==> src/rtl/core_sequencer.sv <==
// core_sequencer -- control sequencer for a small bracket-language core.
//
// The sequencer arbitrates between normal execution (CORE_S), a forward
// bracket scan that skips a loop body (BRANCH_S), a fixed-length stall
// (STALL_S) and a terminal error state (HALT_S).
//
// Ports
//   clk          : single clock, all state changes on its rising edge
//   rst_n        : synchronous active-low reset
//   next_state   : state requested by core control for the current PC
//   instruction  : opcode fetched at the current PC
//   fetch_valid  : instruction is valid this cycle
//   prog_end     : the current PC is past the last program word
//   state        : current sequencer state
//   core_enable  : core write enables / pc_write honoured this cycle
//   scan_pc_inc  : PC advances this cycle on behalf of the bracket scan
//   depth        : current bracket-nesting depth
//   error        : sticky depth-overflow / unmatched-bracket flag

package core_sequencer_pkg;

  typedef enum logic [1:0] {
    CORE_S   = 2'd0,
    BRANCH_S = 2'd1,
    STALL_S  = 2'd2,
    HALT_S   = 2'd3
  } state_t;

  typedef enum logic [2:0] {
    INC = 3'd0,
    DEC = 3'd1,
    MVR = 3'd2,
    MVL = 3'd3,
    OUT = 3'd4,
    INP = 3'd5,
    CBF = 3'd6,
    CBB = 3'd7
  } op_code_t;

endpackage

module core_sequencer
  import core_sequencer_pkg::*;
#(
  parameter int DEPTH_W      = 8,
  parameter int STALL_CYCLES = 1
) (
  input  logic               clk,
  input  logic               rst_n,
  input  logic [1:0]         next_state,
  input  op_code_t           instruction,
  input  logic               fetch_valid,
  input  logic               prog_end,
  output logic [1:0]         state,
  output logic               core_enable,
  output logic               scan_pc_inc,
  output logic [DEPTH_W-1:0] depth,
  output logic               error
);

  // The stall counter holds STALL_CYCLES-1 at most; keep it at least 1 bit.
  localparam int CNT_W = (STALL_CYCLES > 1) ? $clog2(STALL_CYCLES) : 1;
  localparam logic [CNT_W-1:0]   STALL_LOAD = CNT_W'(STALL_CYCLES - 1);
  localparam logic [DEPTH_W-1:0] DEPTH_MAX  = {DEPTH_W{1'b1}};
  localparam logic [DEPTH_W-1:0] DEPTH_ONE  = DEPTH_W'(1);

  state_t             state_q, state_d;
  logic [DEPTH_W-1:0] depth_q, depth_d;
  logic [CNT_W-1:0]   stall_cnt_q, stall_cnt_d;
  logic               error_q, error_d;

  // Next-state, depth, stall-count and error computation.
  always_comb begin
    state_d     = state_q;
    depth_d     = depth_q;
    stall_cnt_d = stall_cnt_q;
    error_d     = error_q;
    case (state_q)
      CORE_S: begin
        depth_d = '0;
        if (fetch_valid) begin
          case (next_state)
            BRANCH_S: begin
              state_d = BRANCH_S;
              depth_d = DEPTH_ONE;
            end
            STALL_S: begin
              state_d     = STALL_S;
              stall_cnt_d = STALL_LOAD;
            end
            // CORE_S and the unused encoding both keep executing.
            default: state_d = CORE_S;
          endcase
        end else begin
          state_d = CORE_S;
        end
      end
      STALL_S: begin
        depth_d = '0;
        if (stall_cnt_q != '0) begin
          stall_cnt_d = stall_cnt_q - CNT_W'(1);
        end else begin
          state_d = CORE_S;
        end
      end
      BRANCH_S: begin
        // Running off the program end wins over whatever was fetched.
        if (prog_end) begin
          error_d = 1'b1;
          state_d = HALT_S;
        end else if (fetch_valid) begin
          if (instruction == CBF) begin
            // Saturate rather than wrap: a wrapped depth would mis-match.
            if (depth_q == DEPTH_MAX) begin
              error_d = 1'b1;
              state_d = HALT_S;
            end else begin
              depth_d = depth_q + DEPTH_ONE;
            end
          end else if (instruction == CBB) begin
            depth_d = depth_q - DEPTH_ONE;
            if (depth_q == DEPTH_ONE) begin
              state_d = CORE_S;
            end else begin
              state_d = BRANCH_S;
            end
          end else begin
            depth_d = depth_q;
          end
        end else begin
          depth_d = depth_q;
        end
      end
      HALT_S: begin
        // Only reset leaves HALT_S; depth keeps its value at entry.
        state_d = HALT_S;
      end
      default: begin
        state_d = CORE_S;
        depth_d = '0;
      end
    endcase
  end

  // State registers with synchronous active-low reset.
  always_ff @(posedge clk) begin
    if (!rst_n) begin
      state_q     <= CORE_S;
      depth_q     <= '0;
      stall_cnt_q <= '0;
      error_q     <= 1'b0;
    end else begin
      state_q     <= state_d;
      depth_q     <= depth_d;
      stall_cnt_q <= stall_cnt_d;
      error_q     <= error_d;
    end
  end

  assign state = state_q;
  assign depth = depth_q;
  assign error = error_q;

  // Enables qualify registered state with this cycle's fetch; forced low
  // while reset is being sampled.
  assign core_enable = rst_n && (state_q == CORE_S)   && fetch_valid;
  assign scan_pc_inc = rst_n && (state_q == BRANCH_S) && fetch_valid;

endmodule
==> config.mk <==
export PLATFORM = sky130hd
export DESIGN_NAME = core_sequencer
export DESIGN_NICKNAME = d
export VERILOG_FILES = /design/src/rtl/core_sequencer.sv
export SDC_FILE = /design/constraint.sdc
export NUM_CORES = 1
export LEC_CHECK = 0
export ABC_AREA = 0
export BUFFER_PORTS_ARGS = -buffer_cell sky130_fd_sc_hd__buf_2
export CAP_MARGIN = 20
export CELL_PAD_IN_SITES_DETAIL_PLACEMENT = 1
export CELL_PAD_IN_SITES_GLOBAL_PLACEMENT = 1
export CORE_ASPECT_RATIO = 0.6
export CORE_MARGIN = 2
export CORE_UTILIZATION = 38
export DETAILED_ROUTE_END_ITERATION = 16
export PLACE_DENSITY = 0.88
export SLEW_MARGIN = 15
export SYNTH_ARGS = -nofsm -noshare
export SYNTH_HDL_FRONTEND = slang
export SYNTH_SLANG_ARGS = --single-unit
==> constraint.sdc <==
create_clock -name clk -period 2.24 [get_ports clk]
set_clock_uncertainty 0.2 [all_clocks]
set_input_delay 0.448 -clock clk [delete_from_list [all_inputs] [get_ports clk]]
set_output_delay 0.448 -clock clk [all_outputs]
set_load 0.03 [all_outputs]
After elaboration in Yosys (flattened, before gate mapping) --
Cells that the tools add are included.
Storage, ports and cells: logic and storage cells 66, input port bits 9, bits in registers 12
Cells by class: $add $sub $neg 3, reductions and logical operators 14, equality and inequality tests 19, multiplexer cells 26
Operators with widths (number):
- $mux W8 | 5
- $pmux W8 S3 | 1
- $mux W2 | 7
- $mux W1 | 10
- $ne A3 B3 Y1 const B | 3
- $add A8 B1 Y8 const B | 1
- $eq A8 B1 Y1 const B | 1
- $eq A8 B8 Y1 const B | 1
- $ne A2 B2 Y1 const B | 4
- $ne A4 B4 Y1 const B | 2
- $pmux W2 S4 | 1
- $reduce_and A4 Y1 | 2
- $reduce_bool A2 Y1 | 4
- $sub A8 B1 Y8 const B | 1
- $eq A2 B2 Y1 const B | 3
- $eq A3 B3 Y1 const B | 2
- $reduce_and A5 Y1 | 1
- $eq A2 B1 Y1 const B | 2
- $logic_and A1 B1 Y1 | 4
- $pmux W2 S2 | 1
- $reduce_and A3 Y1 | 1
- $reduce_bool A3 Y1 | 1
- $logic_not A2 Y1 | 1
- $ne A2 B1 Y1 const B | 1
- 2 further kinds | 2

Logic depth before layout (Yosys ltp) --
depth in word-level cells 7, gate-level depth with buffers 8

Worst setup path after synthesis --
OpenSTA, ideal clock, no wires.
path kind reg2reg, from register state_q[1] (netlist: state[1]), to register depth_q[7] (netlist: depth[7]), slack -36 ps, arrival 2006 ps, stages on the path, launching flop included 8, required time 1970 ps, setup time 70 ps, path buffers 1, cells stage by stage dfxtp_1 inv_1 ha_1 a21o_1 a31o_1 buf_6 or4_1 a21boi_1
Between the ends: word-level cells in the longest chain between the ends 3, elaborated cells between the ends (all ways) 10, those cells by class eq/ne (6); mux (1); reduce/logical (3)
Ends and longest elaborated chain:
- start, declared | line 67 | state_t state_q, state_d;
- start signal, assigned | line 153 | state_q <= state_d;
- $eq A2 B1 Y1, or another cell as far along | line 78 | case (state_q)
- $ne A3 B3 Y1 (no source line), or another cell as far along
- $reduce_and A5 Y1 (no source line)
- end signal, assigned | line 154 | depth_q <= depth_d;
- end, declared | line 68 | logic [DEPTH_W-1:0] depth_q, depth_d;
Several ways; a longest one is shown, not always the timed one. A chain may end at the register's enable or synchronous reset.

Final worst setup path --
from register depth_q[2] (netlist: depth[2]), to register depth_q[7] (netlist: depth[7])
Between the ends: word-level cells in the longest chain between the ends 6, elaborated cells between the ends (all ways) 11, those cells by class add/sub (2); eq/ne (2); mux (6); reduce/logical (1)
Ends and longest elaborated chain:
- $sub A8 B1 Y8 / $add A8 B1 Y8 (equally long branches) | line 121, 118
- $mux W8 (on tied branches) | line 120, 114
- $mux W8 | line 112 | if (instruction == CBF) begin
- $mux W8 | line 111 | end else if (fetch_valid) begin
- $mux W8 | line 108 | if (prog_end) begin
- $pmux W8 S3 | line 78
Several ways; a longest one is shown, not always the timed one. The select of a mux whose other input is x is not followed.

==> results.sh <==
export IMPL_grt_usage_pct=24.1
export IMPL_synth_area_um2=892
export IMPL_busiest_layer="met1"
export IMPL_place_hpwl_um=2310
export IMPL_drtPass1Iterations=4
export IMPL_antenna_left=0
export IMPL_wl_per_cell_um=18.7
export IMPL_grt_ovfl_total=0
export IMPL_switchingPower_mw=0.172
export IMPL_setup_tns_ns=0
export IMPL_htree_levels=1
export IMPL_place_gp_congestion=0.894
export IMPL_ioPinCount=22
export IMPL_synth_warnings=0
export IMPL_coreArea_um2=2200
export IMPL_ys_ff_latch=11
export IMPL_hold_violations=0
export IMPL_dpl_cell_area_um2=1050
export IMPL_cellPowerDensity_nw_per_um2=495
export IMPL_die_area_um2=2760
export IMPL_yosysUniqueCellTypes=44
export IMPL_start_kind="register"
export IMPL_clock_fmax_mhz=474
export IMPL_relSlewSlack_pct=72.0
export IMPL_cp_max_fo=7
export IMPL_end_kind="register"
export IMPL_post_drt_via_cell_ratio=6.06
export IMPL_first_iter_violations=48
export IMPL_power_frac_comb_pct=23.3
export IMPL_whs_ns=0.295
export IMPL_start_util_pct=40.6
export IMPL_ff2ff_path_depth=5
export IMPL_postSynthCellCount=109
export IMPL_grt_pass1_vias=949
export IMPL_swShare_pct=31.4
export IMPL_p_int_mw=0.375
export IMPL_port_buffers=21
export IMPL_tightest_slew_ns=0.416
export IMPL_ys_top_cells_by_count="nor2_1 (12), dfxtp_1 (11), ha_1 (8)"
export IMPL_use_met3_pct=5.96
export IMPL_drc_errors=0
export IMPL_seq_area_um2=223
export IMPL_avgSynthCellArea_um2=8.18
export IMPL_grt_met2_usage_pct=34.6
export IMPL_fillCellCount=295
export IMPL_drive_above_1_share_pct=27.6
export IMPL_timing_worst_setup_path_type="register to register"
export IMPL_synthFlopType="dfxtp_1"
export IMPL_final_area_um2=1100
export IMPL_rr_endpoint="depth[7]$_SDFFE_PN0P_"
export IMPL_diodes=0
export IMPL_endpoint="depth[7]$_SDFFE_PN0P_"
export IMPL_seqPwrFrac_pct=38.6
export IMPL_row_count=13
export IMPL_synth_largest_area_cell="dfxtp_1"
export IMPL_cts_root_buf="clkbuf_8"
export IMPL_p_leak_nw=0.508
export IMPL_cp_data_arrival_time_ns=2.09
export IMPL_grt_pass1_wl_um=5000
export IMPL_cts_buffers=3
export IMPL_min_period_ns=2.11
export IMPL_synth_area_leaders="dfxtp_1 (25%), ha_1 (11%), nor2_1 (5.0%)"
export IMPL_die_x_um=66.6
export IMPL_antenna_found_initial=0
export IMPL_clkPwrFrac_pct=38.2
export IMPL_max_vdd_ir_drop_mv=0.433
export IMPL_cts_resized=0
export IMPL_worst_ep_required_time_ns=2.22
export IMPL_grtUsageMet1_pct=36.0
export IMPL_drv_cap=0
export IMPL_synth_nets=126
export IMPL_grt_max_degree=15
export IMPL_timing_rr_start="depth[2]$_SDFFE_PN0P_"
export IMPL_drv_slew=0
export IMPL_synth_most_common_cell="nor2_1"
export IMPL_clk_path_buf_depth=2
export IMPL_routed_wirelength_um=3070
export IMPL_async_reset_ff_share_pct=0
export IMPL_nets=152
export IMPL_rrSetupSlack_ns=0.13
export IMPL_multiInputGateArea_um2=626
export IMPL_synth_top_area_share_pct=24.7
export IMPL_clock_sinks=11
export IMPL_synth_edf_count=0
export IMPL_status="finished, final reports clean"
export IMPL_setup_viol=0
export IMPL_rsz0062_at_grt="false"
export IMPL_ctsHoldBuffers=0
export IMPL_period_share_pct=94.2
export IMPL_clkTransAtPathRegs_ns=0.06
export IMPL_clkLatencyLatePin_ns=0.24
export IMPL_area_growth_syn_to_layout_pct=23.8
export IMPL_die_h_um=41.5
export IMPL_num_vias=994
export IMPL_yosysSeqAreaShare_pct=24.7
export IMPL_cp_startpoint="depth[2]$_SDFFE_PN0P_"
export IMPL_cts_setup_buffers=0
export IMPL_hp_class="register to register"
export IMPL_tritoncts="done"
-- metrics by stage --
step,total power [mW],instances,worst slack (ns),util [%]
CTS,0.547,164,0.0928,49.9
global placement,0.333,160,0.127,47.8
finish,0.547,164,0.130,50.3
global route,0.570,164,0.0194,50.3
detailed placement,0.338,160,0.0833,47.8
floorplan,0.294,109,0.102,-
-- sequential cells by signal, indices dropped and copies added (netlist names) --
name,flops
state,2
depth,8
error,1
-- worst max-delay path, stage by stage (launching register included) --
cell and delay, ns:
dfxtp_1 0.40, or3_1 0.44, nor2_1 0.20, a32oi_1 0.12
or4_1 0.52, a21boi_1 0.16
-- placed cells by master, fill, tap and decap left out, types with 2 or more instances in the layout --
cell,instances
nand4b_1,2
nor2_1,12
nand2_1,4
nor4_1,3
o21ai_0,5
a21oi_1,3
a311oi_1,3
or4_1,3
clkbuf_8,3
nor2b_1,2
xnor2_1,2
mux2i_1,2
a21boi_1,2
dfxtp_1,9
a211oi_1,2
dfxtp_2,2
inv_1,6
and3_1,5
buf_2,21
ha_1,8
o211a_1,2
buf_4,6
a31oi_1,2
-- worst min path at each step --
stage / from / to / cells after the start
3_5_place_dp: error$_SDFFE_PN0P_ / error$_SDFFE_PN0P_ / 2
2_1_floorplan: rst_n / state[0]$_SDFFE_PN0P_ / 2
3_3_place_gp: error$_SDFFE_PN0P_ / error$_SDFFE_PN0P_ / 2
6_report: error$_SDFFE_PN0P_ / error$_SDFFE_PN0P_ / 2
4_1_cts: error$_SDFFE_PN0P_ / error$_SDFFE_PN0P_ / 2
5_1_grt: error$_SDFFE_PN0P_ / error$_SDFFE_PN0P_ / 2
-- per-layer routing --
metal	vias up	share of wire, %
met5	-	0
met4	0	1.3
met3	4	7.2
met2	39	43
met1	488	49
li1	463	-
-- cells by family (layout without fill, tap and decap cells) --
family | count (synthesis) | count (layout) | synth area share (%)
xor+xnor | 3 | 3 | 2.95
mux | 2 | 2 | 2.24
simple gates | 42 | 42 | 26.9
compound gates | 31 | 31 | 25.9
fa+ha+maj | 8 | 8 | 11.2
flops | 11 | 11 | 24.7
buf+inv | 12 | 37 | 6.03
-- power groups by stage --
stage / clock network (mW) / logic (mW) / registers (mW)
CTS: 0.212 / 0.124 / 0.210
floorplan: 0 / 0.0718 / 0.222
global route: 0.219 / 0.139 / 0.212
detailed placement: 0 / 0.123 / 0.214
global placement: 0 / 0.119 / 0.214
finish: 0.209 / 0.127 / 0.211
-- layout make-up --
cell class,instances,share of cell area (%)
repair buffers,27,13.6
multi-input cells,86,56.6
flip-flops and latches,11,20.2
clock inverters,1,0.453
inverters,6,2.04
well taps,30,3.40
clock buffers,3,3.74
Note: power is estimated with default switching activity, not from simulation.
